[src/rtl/imm_gen_pipe.sv]
// rtl/imm_gen_pipe.sv - registered RISC-V immediate generator with 2-entry skid buffer
module imm_gen_pipe #(
    parameter int XLEN     = 32,
    parameter int TAG_W    = 32,
    parameter int RV64_OPS = 0
) (
    input  logic             clk,
    input  logic             rst_n,
    input  logic             flush,
    input  logic             in_valid,
    output logic             in_ready,
    input  logic [31:0]      in_instr,
    input  logic [TAG_W-1:0] in_tag,
    output logic             out_valid,
    input  logic             out_ready,
    output logic [XLEN-1:0]  out_imm,
    output logic [2:0]       out_fmt,
    output logic             out_illegal,
    output logic [TAG_W-1:0] out_tag
);

    localparam logic [1:0] S_EMPTY = 2'd0;
    localparam logic [1:0] S_FULL1 = 2'd1;
    localparam logic [1:0] S_FULL2 = 2'd2;

    localparam logic [2:0] F_NONE = 3'd0;
    localparam logic [2:0] F_I    = 3'd1;
    localparam logic [2:0] F_S    = 3'd2;
    localparam logic [2:0] F_B    = 3'd3;
    localparam logic [2:0] F_U    = 3'd4;
    localparam logic [2:0] F_J    = 3'd5;

    logic [1:0]       state, state_nxt;
    logic             in_xfer, out_xfer;
    logic             load_out_dec, load_out_skid, load_skid;

    logic             s;
    logic [XLEN-1:0]  i_imm, s_imm, b_imm, u_imm, j_imm;
    logic [XLEN-1:0]  dec_imm;
    logic [2:0]       dec_fmt;
    logic             dec_ill;

    logic [XLEN-1:0]  skid_imm;
    logic [2:0]       skid_fmt;
    logic             skid_ill;
    logic [TAG_W-1:0] skid_tag;

    assign in_xfer   = in_valid && in_ready;
    assign out_valid = (state != S_EMPTY);
    assign out_xfer  = out_valid && out_ready;

    // instr[31] is the sign bit in every format, so U-type needs no special XLEN case
    assign s     = in_instr[31];
    assign i_imm = {{(XLEN-11){s}}, in_instr[30:20]};
    assign s_imm = {{(XLEN-11){s}}, in_instr[30:25], in_instr[11:7]};
    assign b_imm = {{(XLEN-12){s}}, in_instr[7], in_instr[30:25], in_instr[11:8], 1'b0};
    assign u_imm = {{(XLEN-31){s}}, in_instr[30:12], 12'b0};
    assign j_imm = {{(XLEN-20){s}}, in_instr[19:12], in_instr[20], in_instr[30:21], 1'b0};

    always_comb begin
        dec_imm = '0;
        dec_fmt = F_NONE;
        dec_ill = 1'b0;
        case (in_instr[6:2])
            5'b00000, 5'b00011, 5'b00100, 5'b11001, 5'b11100: begin
                dec_imm = i_imm;
                dec_fmt = F_I;
            end
            5'b01000: begin
                dec_imm = s_imm;
                dec_fmt = F_S;
            end
            5'b11000: begin
                dec_imm = b_imm;
                dec_fmt = F_B;
            end
            5'b01101, 5'b00101: begin
                dec_imm = u_imm;
                dec_fmt = F_U;
            end
            5'b11011: begin
                dec_imm = j_imm;
                dec_fmt = F_J;
            end
            5'b01100: ;
            5'b00110: begin
                if (RV64_OPS != 0) begin
                    dec_imm = i_imm;
                    dec_fmt = F_I;
                end else begin
                    dec_ill = 1'b1;
                end
            end
            5'b01110: dec_ill = (RV64_OPS == 0);
            default:  dec_ill = 1'b1;
        endcase
        if (in_instr[1:0] != 2'b11) begin
            dec_imm = '0;
            dec_fmt = F_NONE;
            dec_ill = 1'b1;
        end
    end

    always_comb begin
        state_nxt     = state;
        load_out_dec  = 1'b0;
        load_out_skid = 1'b0;
        load_skid     = 1'b0;
        case (state)
            S_EMPTY: begin
                if (in_xfer) begin
                    state_nxt    = S_FULL1;
                    load_out_dec = 1'b1;
                end
            end
            S_FULL1: begin
                if (in_xfer && !out_xfer) begin
                    state_nxt = S_FULL2;
                    load_skid = 1'b1;
                end else if (!in_xfer && out_xfer) begin
                    state_nxt = S_EMPTY;
                end else if (in_xfer && out_xfer) begin
                    load_out_dec = 1'b1;
                end
            end
            S_FULL2: begin
                if (out_xfer) begin
                    state_nxt     = S_FULL1;
                    load_out_skid = 1'b1;
                end
            end
            default: state_nxt = S_EMPTY;
        endcase
    end

    always_ff @(posedge clk or negedge rst_n) begin
        if (!rst_n) begin
            state       <= S_EMPTY;
            in_ready    <= 1'b1;
            out_imm     <= '0;
            out_fmt     <= F_NONE;
            out_illegal <= 1'b0;
            out_tag     <= '0;
            skid_imm    <= '0;
            skid_fmt    <= F_NONE;
            skid_ill    <= 1'b0;
            skid_tag    <= '0;
        end else if (flush) begin
            state    <= S_EMPTY;
            in_ready <= 1'b1;
        end else begin
            state    <= state_nxt;
            in_ready <= (state_nxt != S_FULL2);
            if (load_out_dec) begin
                out_imm     <= dec_imm;
                out_fmt     <= dec_fmt;
                out_illegal <= dec_ill;
                out_tag     <= in_tag;
            end else if (load_out_skid) begin
                out_imm     <= skid_imm;
                out_fmt     <= skid_fmt;
                out_illegal <= skid_ill;
                out_tag     <= skid_tag;
            end
            if (load_skid) begin
                skid_imm <= dec_imm;
                skid_fmt <= dec_fmt;
                skid_ill <= dec_ill;
                skid_tag <= in_tag;
            end
        end
    end

endmodule

[config.mk]
export PLATFORM = sky130hd
export DESIGN_NAME = imm_gen_pipe
export DESIGN_NICKNAME = d
export VERILOG_FILES = /design/src/rtl/imm_gen_pipe.sv
export SDC_FILE = /design/constraint.sdc
export NUM_CORES = 1
export LEC_CHECK = 0
export CAP_MARGIN = 10
export CORE_ASPECT_RATIO = 0.9
export CORE_MARGIN = 4
export CORE_UTILIZATION = 55
export CTS_CLUSTER_SIZE = 28
export DETAILED_ROUTE_END_ITERATION = 8
export GPL_TIMING_DRIVEN = 1
export PLACE_DENSITY_LB_ADDON = 0.1
export RECOVER_POWER = 50
export SETUP_SLACK_MARGIN = 0.05
export SYNTH_ARGS = -nofsm -noshare
export SYNTH_HDL_FRONTEND = slang
export SYNTH_SLANG_ARGS = --single-unit
[constraint.sdc]
create_clock -name clk -period 2.7 [get_ports clk]
set_input_delay 0.54 -clock clk [delete_from_list [all_inputs] [get_ports clk]]
set_output_delay 0.54 -clock clk [all_outputs]
set_load 0.1 [all_outputs]
# After elaboration in Yosys (flattened, before gate mapping)

Index checks and enable logic that the tools add are counted.

Register bits: 139
Latch bits: 0
Bits in writable memories: 0
ROM bits: 0
Input bits: 69
Output and inout bits: 70
Word-level logic and storage cells: 71
Memories: 0

Add/subtract/negate cells: 0
$mul: 0
Div/mod/pow operators: 0
$lt $le $gt $ge: 0
Equality and inequality tests: 14
Shift operators: 0
Muxes and demuxes: 30
Bitwise gates (word level): 1
Reduce and logical (&&, ||, !) cells: 16

Operators by type and width:

| kind                                           | number |
|---|---|
| 2-to-1 mux 32 bit                              | 5 |
| case mux 32 bit (5 select lines)               | 1 |
| == test 5 bit (second input constant)          | 4 |
| == test 5 x 4 -> 1 bit (second input constant) | 3 |
| case mux 3 bit (5 select lines)                | 1 |
| 2-to-1 mux 1 bit                               | 13 |
| OR reduction 11 bit                            | 1 |
| == test 5 x 3 -> 1 bit (second input constant) | 2 |
| 2-to-1 mux 2 bit                               | 5 |
| 2-to-1 mux 3 bit                               | 3 |
| case mux 2 bit (3 select lines)                | 1 |
| == test 5 x 2 -> 1 bit (second input constant) | 1 |
| logical AND 1 bit                              | 5 |
| zero test 5 bit                                | 1 |
| OR reduction 5 bit                             | 1 |
| inequality test 2 bit (second input constant)  | 2 |
| AND reduction 2 bit                            | 2 |
| nonzero test 2 bit                             | 2 |
| == test 2 x 1 -> 1 bit (second input constant) | 1 |
| == test 2 bit (second input constant)          | 1 |
| zero test 1 bit                                | 2 |
| zero test 2 bit                                | 1 |
| case mux 1 bit (2 select lines)                | 1 |
| OR reduction 2 bit                             | 1 |
| NOT 1 bit                                      | 1 |

# Depth between registers and ports, before layout

Gate-level depths: netlist of run 1.

Depth in word-level cells: 9
Gate-level depth with buffers: 7
Depth with buffers taken out: 5

# Least setup slack after synthesis of run 1

Ideal clock, no wire load.

Kind: register to register
From: register in_ready
To: register out_imm[11]
Data arrival time: 2,038 ps
Data required time: 2,567 ps
Slack: 529 ps
Stages on the path, launching flop included: 7
Path buffers: 1
Cell sequence: dfstp_2 and3b_1 nand2_2 a21oi_4 buf_2 mux2i_1 o31ai_1

Word-level cells in the longest chain between the ends: 8
Elaborated cells on any way between the ends: 13

Ends and longest elaborated chain:

| element                                               | RTL line | text |
|---|---|---|
| from (decl)                                           | 11       | `output logic in_ready,` |
| from (signal assigned)                                | 153      | `in_ready <= (state_nxt != S_FULL2);` |
| logical AND 1 bit *                                   | 48       | `assign in_xfer = in_valid && in_ready;` |
| logical AND 1 bit or zero test 1 bit (tied branches)  | 122, 120 |  |
| 2-to-1 mux 1 bit or logical AND 1 bit (tied branches) | 122, 120 |  |
| 2-to-1 mux 1 bit                                      | 120      | `end else if (!in_xfer && out_xfer) begin` |
| 2-to-1 mux 1 bit                                      | 117      | `if (in_xfer && !out_xfer) begin` |
| case mux 1 bit (2 select lines) *                     | 109      | `case (state)` |
| nonzero test 2 bit (no source line)                   | -        |  |
| AND reduction 2 bit (no source line)                  | -        |  |
| to (signal assigned)                                  | 155      | `out_imm <= dec_imm;` |
| to (signal assigned)                                  | 160      | `out_imm <= skid_imm;` |
| to (decl)                                             | 16       | `output logic [XLEN-1:0] out_imm,` |

Mark *: on every way between the ends. The rest lies on a longest branch, timed or not.
A chain may end at the register's enable or synchronous reset.

# Worst setup path in the final report of run 1

From: input port in_instr[5]
To: register out_imm[4]

Word-level cells in the longest chain between the ends: 5
Elaborated cells on any way between the ends: 15

Ends and longest elaborated chain:

| element                                                  | RTL line | text |
|---|---|---|
| from (decl)                                              | 12       | `input logic [31:0] in_instr,` |
| == test 5 x 2 -> 1 bit, or another cell as far along     | 64       | `case (in_instr[6:2])` |
| OR reduction 5 bit or OR reduction 2 bit (tied branches) | -        |  |
| case mux 32 bit (5 select lines) *                       | 64       |  |
| 2-to-1 mux 32 bit *                                      | 97       | `if (in_instr[1:0] != 2'b11) begin` |
| 2-to-1 mux 32 bit *                                      | 154      | `if (load_out_dec) begin` |

Marks and branches as above.

==> results of run 1 <==
-- repair_timing --
item                                   in CTS  in global routing
endpoints found under the hold margin      11                  0
hold buffers                                1                  0
buffers inserted                            0                  0
-- cell families (layout without fill, tap and decap cells) --
kind of cell    Yosys count  count (layout)  synth area share
simple gates            324             324             0.215
compound gates          166             166             0.177
flops                   139             139             0.528
buf+inv                  57             208            0.0437
mux                      21              21            0.0321
fa+ha+maj                 1               1           0.00152
xor+xnor                  1               1           0.00247
-- path summary, 6_finish.rpt --
kind / from / endpoint / slack (ns) / depth (start not counted)
worst min register to register: skid_imm[14]$_DFFE_PN0P_ / skid_imm[14]$_DFFE_PN0P_ / 0.47 / 2
worst max register to register: in_ready$_DFF_PN1_ / out_imm[4]$_DFFE_PN0P_ / 0.70 / 6
worst min-delay path: skid_imm[14]$_DFFE_PN0P_ / skid_imm[14]$_DFFE_PN0P_ / 0.47 / 2
worst max-delay path: in_instr[5] / out_imm[4]$_DFFE_PN0P_ / 0.42 / 6
max in group asynchronous: rst_n / out_tag[22]$_DFFE_PN0P_ / 0.61 / 3
min in group asynchronous: rst_n / out_tag[2]$_DFFE_PN0P_ / 0.71 / 2
-- metal layers --
layer / wire (um) / track usage
met1: 7330 / 0.367
met2: 8030 / 0.387
met3: 1260 / 0.0645
met4: 233 / 0.0753
met5: 0 / 0
-- sequential cells by signal (all words and copies together), names as in the netlist --
| name | count |
|---|---|
| state | 2 |
| skid_tag | 32 |
| in_ready | 1 |
| out_tag | 32 |
| out_imm | 32 |
| skid_fmt | 3 |
| skid_ill | 1 |
| out_illegal | 1 |
| skid_imm | 32 |
| out_fmt | 3 |
-- cell usage in the layout (no fill, tap or decap), types with 3 or more instances in the layout --
cell type	n
clkinvlp_4	5
buf_12	4
nand2_1	209
and2_1	24
o21ai_1	33
clkdlybuf4s50_1	66
o21ai_0	9
a21oi_1	22
nand3_1	12
clkbuf_16	17
dfrtp_1	138
inv_1	8
o311ai_1	5
o211ai_1	5
clkbuf_1	35
a211oi_1	3
a22o_1	6
nor2_1	52
buf_4	60
a21oi_2	10
a31oi_1	37
mux2i_1	20
nand3b_1	3
a22oi_1	20
-- worst register-to-register path, cell delays in order, from the launching register on --
cell	delay (ns)
dfstp_2	0.57
and3b_1	0.23
nand2_2	0.11
buf_12	0.23
a211oi_2	0.47
a22oi_1	0.13
a21oi_1	0.18
-- layout make-up --
type | count | area (um^2) | share of cell area
Inverter | 8 | 30.0 | 0.00354
Multi-Input combinational cell | 513 | 2840 | 0.335
Clock buffer | 19 | 453 | 0.0534
Timing Repair Buffer | 168 | 1350 | 0.159
Clock inverter | 13 | 143 | 0.0168
Sequential cell | 139 | 3480 | 0.410
Tap cell | 156 | 195 | 0.0230
-- power breakdown --
part           internal (W)  total, W  switching, W
logic              0.000502   0.00235       0.00184
clock network       0.00141   0.00232      0.000906
registers           0.00241   0.00260      0.000194
-- metrics by stage --
stage | worst slack, ns | instances | hold WS [ns] | instance area (um^2) | util
4_1_cts | 0.477 | 1016 | 0.475 | 8630 | 0.745
2_1_floorplan | 0.529 | 709 | 0.244 | 6590 | -
3_3_place_gp | 0.177 | 983 | 0.365 | 8020 | 0.693
6_report | 0.419 | 1016 | 0.471 | 8490 | 0.734
5_1_grt | 0.233 | 1016 | 0.490 | 8490 | 0.734
3_5_place_dp | 0.0455 | 983 | 0.365 | 8020 | 0.693
==> flow_summary.json, run 1 <==
{
  "fin_tns_setup_ns": 0,
  "critPathTopFamily": "compound AO/OA/AOI/OAI gates",
  "drive_above_1_share": 0.153,
  "h-tree-depth": 4,
  "drt-vias-per-instance": 5.62,
  "netlist.area_leader.share": 0.524,
  "gp_congestion": 0.887,
  "run_status": "finished clean",
  "track_usage": 0.256,
  "clock_skew_ns": 0.00860,
  "rsz0062_at_grt": "no",
  "yosys_warnings": 0,
  "first_iter_violations": 572,
  "die_width_um": 123,
  "yosysMostFrequentCell": "nand2_1",
  "antenna_found_initial": 0,
  "async_reset_ff_frac": 1.00,
  "die_area_um2": 13800,
  "cp_max_fo": 8,
  "placementRows": 37,
  "grt_overflow": 0,
  "slowest_delay_ns": 0.60,
  "holdCritPathClass": "reg2reg",
  "period_needed_ns": 2.28,
  "routedWlPerCell_um": 16.6,
  "area_growth_pct": 28.9,
  "io_pins": 139,
  "grt_max_degree": 91,
  "start_kind": "input pin",
  "syn_nets": 778,
  "yosys-top-cells-count": "nand2_1, dfrtp_1, nor2_1",
  "end_kind": "register",
  "clk_latency_ns": 0.42,
  "avgSynthCellArea_um2": 9.29,
  "cp.required_ns": 3.04,
  "fmax_mhz": 438,
  "drtAntennaViolNets": 0,
  "yosysUniqueCellTypes": 58,
  "synth_area_leaders": "dfrtp_1, nand2_1, a31oi_1",
  "cts_sinks": 139,
  "slew_headroom": 0.196,
  "total_power_w": 0.00727,
  "drc": 0,
  "netlist_area_um2": 6590,
  "cts_buffer_depth": 2,
  "cp.arrival_ns": 2.62,
  "ys_ff_latch": 139,
  "finalHoldViolCount": 0,
  "cts_resized": 0,
  "start_util": 0.569,
  "cp_slowest_cell": "clkdlybuf4s50_1",
  "peakVddDrop_uv": 586,
  "grt_pass1_wl_um": 28000,
  "place_hpwl_um": 11500,
  "diodes": 0,
  "max_slew.worst_pin.slew_ns": 1.21,
  "fillers": 875,
  "via_count": 5705,
  "numCtsBuffers": 17,
  "powerDensity_nw_per_um2": 856,
  "worst-path-buf-inv": 1,
  "ys.flop_type": "dfrtp_1",
  "synth-seq-area-share": 0.528,
  "routed_wl_um": 16800,
  "io_buffer_count": 138,
  "p_leak_nw": 3.78,
  "finalSetupViolations": 0,
  "slew_violations": 0,
  "cts_tree": "built",
  "yosys.area.top_type": "dfrtp_1",
  "layout.nets": 916,
  "crit_chain": "clkdlybuf4s50_1 > nor3b_2 > o21ai_2 > a211oi_2 > a22oi_1 > a21oi_1",
  "syn_inst": 709,
  "die_h_um": 112,
  "synth_edf_count": 0,
  "clkTransAtPathRegs_ns": 0.06,
  "drt-pass1-iter-count": 5,
  "core_um2": 11600,
  "maxCapViolations": 0,
  "min_period_over_period": 0.845,
  "grt_pass1_vias": 5547,
  "crit_type": "in2reg",
  "clockRootBuffer": "clkbuf_16"
}
(Power assumes the default switching activity.)
==> run 2: changes to the inputs <==
- CORE_UTILIZATION: 55 -> 51
- clock period: 2.7 -> 2.1 ns (I/O delays scaled with it)
==> run 2 against run 1 <==
Against the previous run:
- clock skew shrank 0.0029 ns
- worst hold slack gained 0.0011 ns
- wire length grew 5.0%
- worst setup slack lost 0.29 ns
- die area grew 7.3%
- count of clock-buffer cells in the layout grew 7
- critical endpoint is now skid_fmt[0]$_DFFE_PN0P_
- largest cell class unchanged
==> flow_summary.json, run 2 (synthesized netlist as in run 1, its figures left out) <==
{
  "run_status": "finished clean",
  "place_hpwl_um": 12500,
  "cp_max_fo": 15,
  "track_usage": 0.252,
  "fmax_mhz": 508,
  "dp.cells": 1025,
  "hold_depth": 2,
  "crit_type": "reg2reg",
  "gp_congestion": 0.868,
  "slew_violations": 0,
  "start_util": 0.519,
  "core_um2": 12700,
  "min_period_over_period": 0.937,
  "total_power_w": 0.00964,
  "rsz0062_at_grt": "no",
  "die_h_um": 116,
  "powerDensity_nw_per_um2": 1080,
  "cts_buffer_depth": 2,
  "period_needed_ns": 1.97,
  "final_cell_mix": "nand2_1, dfrtp_1, buf_4, clkdlybuf4s50_1, nor2_1",
  "slew_headroom": 0.111,
  "antenna_found_initial": 0,
  "holdCritPathClass": "reg2reg",
  "max_slew.worst_pin.slew_ns": 1.33,
  "diodes": 0,
  "drt-pass1-iter-count": 5,
  "drtAntennaViolNets": 0,
  "fin_cells": 1058,
  "post-place-ws_ns": -0.236,
  "numCtsBuffers": 17,
  "cts_tree": "built",
  "grt_pass1_vias": 5944,
  "routedWlPerCell_um": 16.7,
  "cp.arrival_ns": 2.33,
  "grt_pass1_wl_um": 29700,
  "finalHoldViolCount": 0,
  "multi_input_area_um2": 2860,
  "via_count": 5865,
  "rr_worst_depth": 5,
  "finalSetupViolations": 0,
  "die_width_um": 128,
  "routed_wl_um": 17700,
  "p_leak_nw": 4.10,
  "cp.required_ns": 2.46,
  "clock_skew_ns": 0.00567,
  "drive_above_1_share": 0.218,
  "area_growth_pct": 35.3,
  "clockRootBuffer": "clkbuf_16",
  "fin_tns_setup_ns": 0,
  "clkTransAtPathRegs_ns": 0.06,
  "clk_latency_ns": 0.42,
  "maxCapViolations": 0,
  "grt_max_degree": 53,
  "fin_ws_ns": 0.133,
  "fillers": 995,
  "regArea_um2": 3480,
  "io_pins": 139,
  "layout.nets": 950,
  "cts_sinks": 139,
  "drc": 0,
  "grt_overflow": 0,
  "start_kind": "register",
  "end_kind": "register",
  "die_area_um2": 14800,
  "first_iter_violations": 524,
  "io_buffer_count": 138,
  "peakVddDrop_uv": 535,
  "placementRows": 39,
  "final_common_cell": "nand2_1",
  "h-tree-depth": 4,
  "drt-vias-per-instance": 5.54
}
run 2: worst max-delay path: stages (launching register included):
cell and delay, ns:
dfstp_4 0.65, nand3b_1 0.14, or3_2 0.55, buf_4 0.25, a211oi_1 0.20, a21o_1 0.11
run 2: path summary, 6_finish.rpt:
| path | start | end | slack (ns) |
|---|---|---|---|
| min in group asynchronous | rst_n | out_tag[8]$_DFFE_PN0P_ | 0.83 |
| hold reg to reg | skid_imm[0]$_DFFE_PN0P_ | skid_imm[0]$_DFFE_PN0P_ | 0.47 |
| max in group asynchronous | rst_n | out_imm[17]$_DFFE_PN0P_ | 0.30 |
| hold / removal | skid_imm[0]$_DFFE_PN0P_ | skid_imm[0]$_DFFE_PN0P_ | 0.47 |
| setup / recovery | in_ready$_DFF_PN1_ | skid_fmt[0]$_DFFE_PN0P_ | 0.13 |
| setup reg to reg | in_ready$_DFF_PN1_ | skid_fmt[0]$_DFFE_PN0P_ | 0.13 |
run 2: power breakdown:
| part | total [W] | switching (W) | leakage, nW | internal, W |
|---|---|---|---|---|
| clock network | 0.00318 | 0.00109 | 0.303 | 0.00208 |
| logic | 0.00311 | 0.00239 | 2.02 | 0.000729 |
| registers | 0.00335 | 0.000247 | 1.78 | 0.00310 |
run 2: layout make-up:
cell class / count / share of cell area
clock inverter: 6 / 0.0150
inverter: 8 / 0.00337
timing repair buffer: 202 / 0.192
sequential: 139 / 0.391
clock buffer: 26 / 0.0549
multi-input combinational: 513 / 0.320
tap: 164 / 0.0230
run 2: per-stage QoR:
stage               hold slack [ns]  cell area [um^2]   util
floorplan                     0.124              6590      -
global placement              0.403              8370  0.659
detailed placement            0.403              8370  0.659
CTS                           0.475              9000  0.709
global route                  0.491              8910  0.703
finish                        0.472              8910  0.703
run 2: what timing repair did:
item                                    CTS  global route
gates resized for setup                   0             2
setup buffers                             0             0
endpoints found under the setup margin    0             9
hold buffers                              1             0
endpoints found under the hold margin    48             0
run 2: routing by layer:
metal  routed length (um)  global-route usage  part of all wire  vias up
li1                     -                   -                 -     2767
met1                 7640               0.344              0.43     2822
met2                 8410               0.398              0.47      252
met3                 1400              0.0650             0.079       24
met4                  255              0.0856             0.014        0
met5                    0                   0                 0        -
==> run 3: changes to the inputs <==
- CTS_CLUSTER_DIAMETER: default -> 120
==> results of run 3 <==
Final layout, timing and power as in run 2 (identical DEF).
